`src/rtl/fixed_float_pkg.sv`:
```
// Shared definitions for the fixed<->float converters: FSM states and IEEE single constants.
package fixed_float_pkg;

  typedef enum logic [1:0] {
    IDLE = 2'd0,
    NORM = 2'd1,
    PACK = 2'd2,
    DONE = 2'd3
  } f2f_state_e;

  localparam int          BIAS       = 127;
  localparam int          EXP_BASE   = 158;   // BIAS + 31 for a 32-bit integer part
  localparam logic [31:0] FLOAT_ZERO = 32'h0000_0000;

endpackage

```
`src/rtl/fixed_to_float.sv`:
```
// Signed fixed-point to IEEE-754 single converter; normalises one bit per clock
// with a shift loop and truncates the mantissa toward zero.
module fixed_to_float #(
  parameter int WIDTH = 32,
  parameter int BIAS  = 127
) (
  input  logic             clk,
  input  logic             rst,
  input  logic             in_valid,
  output logic             in_ready,
  input  logic [WIDTH-1:0] fixed,
  input  logic [4:0]       fixpointpos,
  output logic             out_valid,
  input  logic             out_ready,
  output logic [31:0]      result
);
  import fixed_float_pkg::*;

  // Exponent of a value whose MSB sits at bit WIDTH-1 with no fractional bits.
  localparam logic [8:0] EXP_INIT = 9'(BIAS + WIDTH - 1);

  f2f_state_e       state_q, state_d;
  logic             sign_q, sign_d;
  logic [WIDTH-1:0] mag_q, mag_d;
  logic [8:0]       exp_q, exp_d;
  logic [31:0]      result_q, result_d;
  logic             out_valid_q, out_valid_d;

  always_ff @(posedge clk or posedge rst) begin
    if (rst) begin
      state_q     <= IDLE;
      sign_q      <= 1'b0;
      mag_q       <= '0;
      exp_q       <= '0;
      result_q    <= FLOAT_ZERO;
      out_valid_q <= 1'b0;
    end else begin
      state_q     <= state_d;
      sign_q      <= sign_d;
      mag_q       <= mag_d;
      exp_q       <= exp_d;
      result_q    <= result_d;
      out_valid_q <= out_valid_d;
    end
  end

  always_comb begin
    state_d     = state_q;
    sign_d      = sign_q;
    mag_d       = mag_q;
    exp_d       = exp_q;
    result_d    = result_q;
    out_valid_d = out_valid_q;
    unique case (state_q)
      IDLE: begin
        if (in_valid) begin
          // The most negative input negates to itself, which is the correct unsigned magnitude.
          sign_d  = fixed[WIDTH-1];
          mag_d   = fixed[WIDTH-1] ? (~fixed + WIDTH'(1)) : fixed;
          exp_d   = EXP_INIT - {4'b0000, fixpointpos};
          state_d = NORM;
        end
      end
      NORM: begin
        if (mag_q == '0 || mag_q[WIDTH-1]) begin
          state_d = PACK;
        end else begin
          mag_d = mag_q << 1;
          exp_d = exp_q - 9'd1;
        end
      end
      PACK: begin
        // Exponent range is 96..158 here, so the low 8 bits are always the biased exponent.
        if (mag_q == '0) result_d = FLOAT_ZERO;
        else             result_d = {sign_q, exp_q[7:0], mag_q[WIDTH-2 -: 23]};
        out_valid_d = 1'b1;
        state_d     = DONE;
      end
      DONE: begin
        if (out_ready) begin
          out_valid_d = 1'b0;
          state_d     = IDLE;
        end
      end
      default: state_d = IDLE;
    endcase
  end

  assign in_ready  = (state_q == IDLE);
  assign out_valid = out_valid_q;
  assign result    = result_q;

endmodule

```
`config.mk`:
```
export PLATFORM = sky130hd
export DESIGN_NAME = fixed_to_float
export DESIGN_NICKNAME = d
export VERILOG_FILES = /design/src/rtl/fixed_float_pkg.sv /design/src/rtl/fixed_to_float.sv
export SDC_FILE = /design/constraint.sdc
export NUM_CORES = 1
export LEC_CHECK = 0
export CORE_UTILIZATION = 35
export DETAILED_ROUTE_END_ITERATION = 10
export GPL_ROUTABILITY_DRIVEN = 0
export PLACE_DENSITY = 0.68
export SLEW_MARGIN = 5
export SYNTH_ARGS = -nofsm -noshare
export SYNTH_HDL_FRONTEND = slang
export SYNTH_SLANG_ARGS = --single-unit
```
`constraint.sdc`:
```
create_clock -name clk -period 2.8 [get_ports clk]
set_input_delay 0.7 -clock clk [delete_from_list [all_inputs] [get_ports clk]]
set_output_delay 0.7 -clock clk [all_outputs]
set_load 0.02 [all_outputs]
```
==> results of run 1 <==
## cells in the mapped netlist (7+ instances only)
master / instances / area, um^2
sky130_fd_sc_hd__dfrtp_1: 76 / 1900
sky130_fd_sc_hd__mux2_2: 41 / 462
sky130_fd_sc_hd__inv_1: 30 / 113
sky130_fd_sc_hd__nand3_1: 24 / 120
sky130_fd_sc_hd__o21ai_0: 24 / 120
sky130_fd_sc_hd__clkbuf_1: 22 / 82.6
sky130_fd_sc_hd__nor2_1: 20 / 75.1
sky130_fd_sc_hd__nand2_1: 18 / 67.6
sky130_fd_sc_hd__nor3_1: 16 / 80.1
sky130_fd_sc_hd__mux2i_1: 14 / 140
sky130_fd_sc_hd__nor4_1: 13 / 81.3
sky130_fd_sc_hd__o22ai_1: 10 / 62.6
sky130_fd_sc_hd__or3_1: 10 / 62.6
sky130_fd_sc_hd__xnor2_1: 10 / 87.6
sky130_fd_sc_hd__xor2_1: 10 / 87.6
sky130_fd_sc_hd__nand4_1: 9 / 56.3
sky130_fd_sc_hd__a21oi_1: 7 / 35.0
sky130_fd_sc_hd__ha_1: 7 / 87.6
## metal layers
layer | global-route usage, % | vias up
li1 | - | 1899
met1 | 25.5 | 1997
met2 | 30.5 | 126
met3 | 3.02 | 20
met4 | 8.57 | 0
met5 | 0 | -
## cell families (layout without fill, tap and decap cells)
logic type | Yosys count | after routing
fa+ha+maj | 7 | 7
compound gates | 93 | 93
mux | 55 | 55
simple gates | 138 | 138
flops | 76 | 76
buf+inv | 59 | 175
xor+xnor | 20 | 20
## through the flow
stage	instance area, um^2	hold slack (ps)
after floorplan	4450	450
after global placement	5700	488
after detailed placement	5700	479
after CTS	6030	501
after global routing	6110	518
final	6110	505
## worst paths after layout
check	end	slack (ps)	cells past startpoint
max	mag_q[29]$_DFFE_PP0P_	70	6
min	result[20]$_DFFE_PP0P_	510	1
max reg2reg	exp_q[5]$_DFFE_PP0P_	290	6
min reg2reg	result[20]$_DFFE_PP0P_	510	1
max in group asynchronous	mag_q[14]$_DFFE_PP0P_	1690	3
min in group asynchronous	result[18]$_DFFE_PP0P_	770	3
## cell type report
class / instances / area (um^2) / area share, %
clock buffer: 10 / 229 / 3.75
sequential: 76 / 1900 / 31.1
timing repair buffer: 129 / 1190 / 19.4
tap: 168 / 210 / 3.44
clock inverter: 6 / 88.8 / 1.45
multi-input combinational: 313 / 2380 / 39.0
inverter: 30 / 113 / 1.84
## placed cells by master (no fill, tap or decap), types with 3 or more instances in the layout
cell and count:
sky130_fd_sc_hd__dfrtp_1 76, sky130_fd_sc_hd__clkdlybuf4s50_1 71, sky130_fd_sc_hd__buf_4 53, sky130_fd_sc_hd__mux2_2 41, sky130_fd_sc_hd__inv_1 28, sky130_fd_sc_hd__nand3_1 24, sky130_fd_sc_hd__o21ai_0 24, sky130_fd_sc_hd__nor2_1 20
sky130_fd_sc_hd__nand2_1 18, sky130_fd_sc_hd__nor3_1 15, sky130_fd_sc_hd__mux2i_1 14, sky130_fd_sc_hd__nor4_1 11, sky130_fd_sc_hd__or3_1 10, sky130_fd_sc_hd__xnor2_1 10, sky130_fd_sc_hd__xor2_1 10, sky130_fd_sc_hd__o22ai_1 10
sky130_fd_sc_hd__nand4_1 9, sky130_fd_sc_hd__clkbuf_16 9, sky130_fd_sc_hd__a21oi_1 7, sky130_fd_sc_hd__or4_4 6, sky130_fd_sc_hd__nand2b_1 6, sky130_fd_sc_hd__and3_1 6, sky130_fd_sc_hd__o211ai_1 6, sky130_fd_sc_hd__ha_1 6
sky130_fd_sc_hd__a31oi_1 5, sky130_fd_sc_hd__o41ai_1 4, sky130_fd_sc_hd__o31ai_1 4, sky130_fd_sc_hd__a2111o_1 3, sky130_fd_sc_hd__a22oi_1 3, sky130_fd_sc_hd__o41ai_4 3, sky130_fd_sc_hd__dlymetal6s2s_1 3
## power by group through the flow
stage	Sequential (mW)	Combinational [mW]	Clock, mW
2_1_floorplan	2.18	1.62	0
3_3_place_gp	2.02	2.83	0
3_5_place_dp	2.04	2.91	0
4_1_cts	2.02	2.93	1.27
5_1_grt	2.09	3.19	1.31
6_report	2.01	2.94	1.25
## flip-flops by register name (all words and copies together) (netlist names)
signal and cells:
out_valid 1, mag_q 32, exp_q 8, state_q 2
result 32, sign_q 1
## what timing repair did
action	in CTS	in global routing
gates resized for setup	2	15
setup endpoints to repair	5	13
pin swaps	1	8
==> impl_metrics.prom, run 1 <==
# TYPE chip_impl_metric gauge
chip_impl_metric{name="cts.repair_timing.setup_buffer_count",unit=""} 0
chip_impl_metric{name="utilization_after_layout",unit="%"} 50.3
chip_impl_metric{name="met3_wirelength",unit="um"} 560
chip_impl_metric{name="hpwl",unit="um"} 8630
chip_impl_metric{name="detailedRoute.firstPassIterationCount",unit=""} 4
chip_impl_metric{name="vias_per_cell",unit=""} 5.52
chip_impl_metric{name="effective_utilization_at_floorplan",unit="%"} 36.4
chip_impl_metric{name="synth_compound_gate_area_share",unit="%"} 15.1
chip_impl_metric{name="required",unit="ps"} 3030
chip_impl_metric{name="final.setup.tns",unit="ps"} 0
chip_impl_info{name="synth_top_family_by_area",value="simple AND/OR/NAND/NOR gates"} 1
chip_impl_metric{name="diodes",unit=""} 0
chip_impl_metric{name="route.antenna.remaining_nets",unit=""} 0
chip_impl_info{name="hp-class",value="reg -> reg"} 1
chip_impl_metric{name="syn_avg_cell_area",unit="um^2"} 9.88
chip_impl_metric{name="setup_ws",unit="ps"} 72.1
chip_impl_metric{name="synth_xor_xnor_area_share",unit="%"} 3.96
chip_impl_metric{name="first_global_vias",unit=""} 3989
chip_impl_metric{name="post-route-period-util",unit="%"} 97.4
chip_impl_info{name="rr_startpoint",value="mag_q[14]$_DFFE_PP0P_"} 1
chip_impl_metric{name="number_of_buffers_created_by_cts",unit=""} 9
chip_impl_metric{name="die_width",unit="um"} 114
chip_impl_metric{name="synthesis.nets",unit=""} 496
chip_impl_metric{name="antenna_found_initial",unit=""} 0
chip_impl_metric{name="fillerInstances",unit=""} 1093
chip_impl_info{name="startpoint_type",value="primary input"} 1
chip_impl_info{name="crit_path_start",value="fixed[16]"} 1
chip_impl_metric{name="dp_worst_setup_slack",unit="ps"} -413
chip_impl_metric{name="critical_path.n_buffers_inverters",unit=""} 1
chip_impl_metric{name="totalWireLength",unit="um"} 12100
chip_impl_metric{name="async_sr_flop_fraction",unit="%"} 100
chip_impl_metric{name="post_synth_inst_count",unit=""} 448
chip_impl_metric{name="floorplan.die.height",unit="um"} 114
chip_impl_metric{name="total_of_flip_flops_plus_latches_after_synthesis",unit=""} 76
chip_impl_metric{name="timing.final.max_slew_violations",unit=""} 0
chip_impl_metric{name="setup_violations",unit=""} 0
chip_impl_metric{name="drt-met1-wl",unit="um"} 5440
chip_impl_metric{name="globalRouteOverflowTotal",unit=""} 0
chip_impl_metric{name="worst_setup_hold_path_clk_slew",unit="ps"} 60
chip_impl_metric{name="max_slew.worst_pin.slew",unit="ps"} 613
chip_impl_metric{name="skew_pair_late_insertion_delay",unit="ps"} 340
chip_impl_metric{name="routedWlPerCell",unit="um"} 16.6
chip_impl_metric{name="finalCriticalPeriod",unit="ps"} 2730
chip_impl_info{name="critical_path_class",value="in -> reg"} 1
chip_impl_metric{name="power_report.internal_total",unit="mW"} 3.85
chip_impl_metric{name="dpl.cell_count",unit=""} 716
chip_impl_metric{name="tritoncts_num_sinks",unit=""} 76
chip_impl_metric{name="timing.fmax",unit="MHz"} 367
chip_impl_metric{name="port-buffer-count",unit=""} 74
chip_impl_info{name="root_buf_cell",value="sky130_fd_sc_hd__clkbuf_16"} 1
chip_impl_metric{name="die_ar",unit="um^2"} 13100
chip_impl_metric{name="final_net_count",unit=""} 607
chip_impl_metric{name="synth_seq_area_share",unit="%"} 43.0
chip_impl_metric{name="ys.warnings.count",unit=""} 0
chip_impl_info{name="tritoncts_clock_tree",value="built"} 1
chip_impl_metric{name="grt_pass1_wl",unit="um"} 19700
chip_impl_metric{name="core.rowCount",unit=""} 40
chip_impl_info{name="synth_ff_type",value="sky130_fd_sc_hd__dfrtp_1"} 1
chip_impl_metric{name="detail_route.iter0.violations",unit=""} 242
chip_impl_metric{name="final_cell_count_no_fill",unit=""} 732
chip_impl_metric{name="critical_path_peak_fanout",unit=""} 4
chip_impl_metric{name="cts-root-to-sink-buffers",unit=""} 2
chip_impl_metric{name="ctsHoldBuffers",unit=""} 0
chip_impl_metric{name="share_seq_of_total_power",unit="%"} 32.5
chip_impl_metric{name="comb_power_share",unit="%"} 47.4
chip_impl_info{name="cpMaxStageDelayCell",value="sky130_fd_sc_hd__or4b_4"} 1
chip_impl_info{name="dominant_delay_contributor_by_cell_family_on_the_critical_path",value="simple AND/OR/NAND/NOR gates"} 1
chip_impl_metric{name="synthSimpleGateAreaFrac",unit="%"} 17.0
chip_impl_metric{name="detailroute.wirelength.met2",unit="um"} 5880
chip_impl_metric{name="num_vias",unit=""} 4042
chip_impl_metric{name="pin_count",unit=""} 75
chip_impl_metric{name="remaining_drc_errors",unit=""} 0
chip_impl_info{name="setup_repair_after_global_routing_missed_its_margin",value="yes"} 1
chip_impl_metric{name="cellPowerDensity",unit="nW/um^2"} 1010
chip_impl_metric{name="final.setup_skew",unit="ps"} 4.63
chip_impl_metric{name="p_total",unit="mW"} 6.20
chip_impl_metric{name="synth.lib_cells_used.distinct",unit=""} 58
chip_impl_metric{name="drive_above_1_share",unit="%"} 23.6
chip_impl_info{name="worstSetupEndpointType",value="flip-flop"} 1
chip_impl_metric{name="synth_enable_flop_cells",unit=""} 0
chip_impl_metric{name="p_sw_share",unit="%"} 38.0
chip_impl_metric{name="layout-area-overhead-vs-synth",unit="%"} 38.1
chip_impl_info{name="crit_path_cell_trace",value="clkdlybuf4s50_1, or4_4, or4b_4, o41ai_4, xnor2_1, o221a_1"} 1
chip_impl_metric{name="coreArea",unit="um^2"} 12200
chip_impl_info{name="top_layer",value="met4"} 1
chip_impl_metric{name="mappedNetlistArea",unit="um^2"} 4430
chip_impl_metric{name="maximum_vdd_ir_drop",unit="mV"} 0.364
chip_impl_metric{name="post_synth_fa_ha_maj_area_fraction",unit="%"} 1.98
chip_impl_info{name="hold_path.startpoint",value="result[20]$_DFFE_PP0P_"} 1
chip_impl_metric{name="report.final.hold_viol_count",unit=""} 0
chip_impl_metric{name="synthMuxAreaShare",unit="%"} 13.6
chip_impl_metric{name="power.static_leakage",unit="nW"} 2.57
chip_impl_metric{name="max_stage_delay",unit="ps"} 580
chip_impl_info{name="outcome",value="completed"} 1
chip_impl_metric{name="gr-usage-all-layers",unit="%"} 19.1
chip_impl_metric{name="grt_start_max_net_pins",unit=""} 77
chip_impl_metric{name="switchingPower",unit="mW"} 2.35
chip_impl_metric{name="cts_htree_levels",unit=""} 3
chip_impl_metric{name="share_clk_of_total_power",unit="%"} 20.1
chip_impl_metric{name="timing.max_cap.violations",unit=""} 0
chip_impl_metric{name="critical_path_arrival",unit="ps"} 2950
chip_impl_metric{name="slew_headroom",unit="%"} 59.1
Note: power is estimated with default switching activity, not from simulation.
==> run 2, diff against run 1 <==
ABC_AREA = 1   (was unset)
PLACE_DENSITY = 0.67   (was 0.68)
SLEW_MARGIN = 10   (was 5)
==> impl_metrics.prom, run 2 <==
# TYPE chip_impl_metric gauge
chip_impl_info{name="outcome",value="completed"} 1
chip_impl_metric{name="synthDominantCellAreaShare",unit="%"} 41.0
chip_impl_metric{name="grt_pass1_wl",unit="um"} 19200
chip_impl_info{name="yosys-top-cells-count",value="244 x sky130_fd_sc_hd__nand2_1, 85 x sky130_fd_sc_hd__nor2_1, 76 x sky130_fd_sc_hd__dfrtp_1"} 1
chip_impl_metric{name="detailedRoute.firstPassIterationCount",unit=""} 7
chip_impl_metric{name="timing.max_cap.violations",unit=""} 0
chip_impl_metric{name="synthesis.nets",unit=""} 712
chip_impl_metric{name="diodes",unit=""} 0
chip_impl_metric{name="slew_headroom",unit="%"} 58.0
chip_impl_info{name="busiest_grt_layer",value="met2"} 1
chip_impl_metric{name="gr-usage-all-layers",unit="%"} 18.3
chip_impl_info{name="synth.most_common_cell",value="sky130_fd_sc_hd__nand2_1"} 1
chip_impl_metric{name="synth.lib_cells_used.distinct",unit=""} 33
chip_impl_metric{name="maximum_vdd_ir_drop",unit="mV"} 0.383
chip_impl_metric{name="synth_xor_xnor_area_share",unit="%"} 1.13
chip_impl_info{name="worstSetupEndpointType",value="primary output"} 1
chip_impl_metric{name="rr_worst_depth",unit=""} 9
chip_impl_info{name="synth_top_family_by_area",value="simple AND/OR/NAND/NOR gates"} 1
chip_impl_metric{name="core.rowCount",unit=""} 41
chip_impl_info{name="yosys.area.top_type",value="sky130_fd_sc_hd__dfrtp_1"} 1
chip_impl_metric{name="timing.final.max_slew_violations",unit=""} 0
chip_impl_metric{name="ys.warnings.count",unit=""} 0
chip_impl_info{name="worst_hold_path.endpoint",value="result[14]$_DFFE_PP0P_"} 1
chip_impl_metric{name="vias_per_cell",unit=""} 4.70
chip_impl_metric{name="critical_path_arrival",unit="ps"} 1750
chip_impl_info{name="hold_path.startpoint",value="result[14]$_DFFE_PP0P_"} 1
chip_impl_metric{name="max_stage_delay",unit="ps"} 650
chip_impl_metric{name="floorplan.die.height",unit="um"} 117
chip_impl_metric{name="pin_count",unit=""} 75
chip_impl_metric{name="die_ar",unit="um^2"} 13700
chip_impl_metric{name="multi_input_comb_area",unit="um^2"} 2390
chip_impl_info{name="critical_path_class",value="reg -> out"} 1
chip_impl_metric{name="finalCriticalPeriod",unit="ps"} 2450
chip_impl_metric{name="synthMuxAreaShare",unit="%"} 5.80
chip_impl_metric{name="routedWlPerCell",unit="um"} 12.8
chip_impl_metric{name="final.setup_skew",unit="ps"} 3.73
chip_impl_metric{name="remaining_drc_errors",unit=""} 0
chip_impl_metric{name="required",unit="ps"} 2100
chip_impl_metric{name="final.setup.tns",unit="ps"} 0
chip_impl_metric{name="setup_ws",unit="ps"} 351
chip_impl_metric{name="async_sr_flop_fraction",unit="%"} 100
chip_impl_metric{name="die_width",unit="um"} 117
chip_impl_metric{name="layout-area-overhead-vs-synth",unit="%"} 26.2
chip_impl_metric{name="post-route-period-util",unit="%"} 87.4
chip_impl_metric{name="skew_pair_late_insertion_delay",unit="ps"} 340
chip_impl_metric{name="fillerInstances",unit=""} 1308
chip_impl_metric{name="totalWireLength",unit="um"} 11700
chip_impl_metric{name="num_vias",unit=""} 4272
chip_impl_metric{name="hpwl",unit="um"} 8450
chip_impl_metric{name="max_slew.worst_pin.slew",unit="ps"} 628
chip_impl_info{name="setup_repair_after_global_routing_missed_its_margin",value="no"} 1
chip_impl_metric{name="detail_route.iter0.violations",unit=""} 309
chip_impl_metric{name="worst_setup_hold_path_clk_slew",unit="ps"} 60
chip_impl_info{name="startpoint_type",value="flip-flop"} 1
chip_impl_metric{name="coreArea",unit="um^2"} 12800
chip_impl_metric{name="antenna_found_initial",unit=""} 0
chip_impl_info{name="synth_ff_type",value="sky130_fd_sc_hd__dfrtp_1"} 1
chip_impl_metric{name="cts-root-to-sink-buffers",unit=""} 2
chip_impl_info{name="layout_common_cells",value="244 x sky130_fd_sc_hd__nand2_1, 85 x sky130_fd_sc_hd__nor2_1, 76 x sky130_fd_sc_hd__dfrtp_1, 74 x sky130_fd_sc_hd__clkdlybuf4s50_1, 58 x sky130_fd_sc_hd__inv_1"} 1
chip_impl_metric{name="dp_worst_setup_slack",unit="ps"} 273
chip_impl_metric{name="synth_compound_gate_area_share",unit="%"} 8.45
chip_impl_metric{name="port-buffer-count",unit=""} 74
chip_impl_metric{name="number_of_buffers_created_by_cts",unit=""} 9
chip_impl_metric{name="final_net_count",unit=""} 779
chip_impl_metric{name="setup_violations",unit=""} 0
chip_impl_info{name="rr_startpoint",value="mag_q[22]$_DFFE_PP0P_"} 1
chip_impl_metric{name="report.final.hold_viol_count",unit=""} 0
chip_impl_metric{name="route.antenna.remaining_nets",unit=""} 0
chip_impl_metric{name="post_cts_resized",unit=""} 0
chip_impl_metric{name="utilization_after_layout",unit="%"} 45.8
chip_impl_metric{name="globalRouteOverflowTotal",unit=""} 0
chip_impl_metric{name="critical_path_peak_fanout",unit=""} 6
chip_impl_metric{name="syn_avg_cell_area",unit="um^2"} 6.98
chip_impl_metric{name="post_synth_fa_ha_maj_area_fraction",unit="%"} 1.89
chip_impl_metric{name="gr-usage-met3",unit="%"} 4.33
chip_impl_info{name="tritoncts_clock_tree",value="built"} 1
chip_impl_info{name="cpMaxStageDelayCell",value="sky130_fd_sc_hd__clkdlybuf4s50_1"} 1
chip_impl_info{name="r2r-end",value="exp_q[4]$_DFFE_PP0P_"} 1
chip_impl_metric{name="grt_use_met2",unit="%"} 28.1
chip_impl_metric{name="drive_above_1_share",unit="%"} 7.47
chip_impl_metric{name="area.sequential",unit="um^2"} 1900
chip_impl_metric{name="synthSimpleGateAreaFrac",unit="%"} 34.2
chip_impl_metric{name="synth_seq_area_share",unit="%"} 41.0
chip_impl_metric{name="final.hold.worst_slack",unit="ps"} 504
chip_impl_metric{name="timing.fmax",unit="MHz"} 408
chip_impl_metric{name="post_synth_inst_count",unit=""} 664
chip_impl_metric{name="first_global_vias",unit=""} 3864
chip_impl_metric{name="power.static_leakage",unit="nW"} 2.76
chip_impl_metric{name="effective_utilization_at_floorplan",unit="%"} 36.3
chip_impl_info{name="crit_path_cell_trace",value="inv_1, ha_1, clkdlybuf4s50_1"} 1
chip_impl_metric{name="total_of_flip_flops_plus_latches_after_synthesis",unit=""} 76
chip_impl_info{name="hp-class",value="reg -> reg"} 1
chip_impl_metric{name="grtUsageMet1",unit="%"} 25.5
chip_impl_info{name="mostFrequentLayoutCell",value="sky130_fd_sc_hd__nand2_1"} 1
chip_impl_info{name="post_synth_main_area_contributors",value="sky130_fd_sc_hd__dfrtp_1 41%, sky130_fd_sc_hd__nand2_1 20%, sky130_fd_sc_hd__nor2_1 6.9%"} 1
chip_impl_metric{name="synth_enable_flop_cells",unit=""} 0
chip_impl_metric{name="ctsHoldBuffers",unit=""} 0
chip_impl_metric{name="mappedNetlistArea",unit="um^2"} 4640
chip_impl_metric{name="r2r_slack",unit="ps"} 840
chip_impl_metric{name="min_delay_path_depth",unit=""} 1
chip_impl_metric{name="cts.repair_timing.setup_buffer_count",unit=""} 0
chip_impl_metric{name="tritoncts_num_sinks",unit=""} 76
chip_impl_metric{name="grt_start_max_net_pins",unit=""} 77
chip_impl_metric{name="cellPowerDensity",unit="nW/um^2"} 1080
chip_impl_metric{name="cts_htree_levels",unit=""} 3
chip_impl_info{name="root_buf_cell",value="sky130_fd_sc_hd__clkbuf_16"} 1
[run 2: critical path: cells and delay by family (launching register included)]
family / cells / cell delay [ps]
adder cells (fa/ha/maj): 1 / 260
flip-flops: 1 / 410
buffers and inverters: 2 / 740
[run 2: final cells by class]
cell class              count  share of cell area (%)
clock buffers              11                    4.32
multi-input cells         502                    40.9
well taps                 172                    3.68
repair buffers             82                    14.1
inverters                  60                    3.85
flip-flops and latches     76                    32.5
clock inverters             5                   0.599
[run 2: cell families (layout without fill, tap and decap cells)]
group	count (synthesis)	in the layout
AOI/OAI and AO/OA	71	71
xor gates and xnor gates	6	6
adders and majority gates	7	7
buffers and inverters	86	158
DFF	76	76
muxes	24	24
and+or+nand+nor	394	394
[run 2: worst max path at each step]
stage	startpoint	cells past startpoint	endpoint	slack, ps
6_report	state_q[0]$_DFFE_PP0P_	3	in_ready	350
5_1_grt	state_q[0]$_DFFE_PP0P_	3	in_ready	280
4_1_cts	state_q[1]$_DFFE_PP0P_	3	in_ready	340
3_5_place_dp	fixed[2]	11	mag_q[17]$_DFFE_PP0P_	270
3_3_place_gp	fixed[2]	11	mag_q[17]$_DFFE_PP0P_	270
2_1_floorplan	rst	1	exp_q[0]$_DFFE_PP0P_	160
[run 2: report_power, final]
part           internal, mW  switching, mW
Sequential             1.65          0.389
Combinational          1.33           1.81
Clock                 0.650          0.469
Total                  3.63           2.67
[run 2: metrics by stage]
step / std cells / instance area (um^2) / power [mW]
finish: 908 / 5850 / 6.30
global placement: 892 / 5560 / 5.18
detailed placement: 892 / 5560 / 5.22
CTS: 908 / 5850 / 6.36
global route: 908 / 5850 / 6.86
floorplan: 664 / 4640 / 4.15
[run 2: routing by layer]
| metal | vias to the layer above | routed length, um |
|---|---|---|
| li1 | 2251 | - |
| met1 | 1893 | 5760 |
| met2 | 121 | 5120 |
| met3 | 7 | 667 |
| met4 | 0 | 111 |
| met5 | - | 0 |
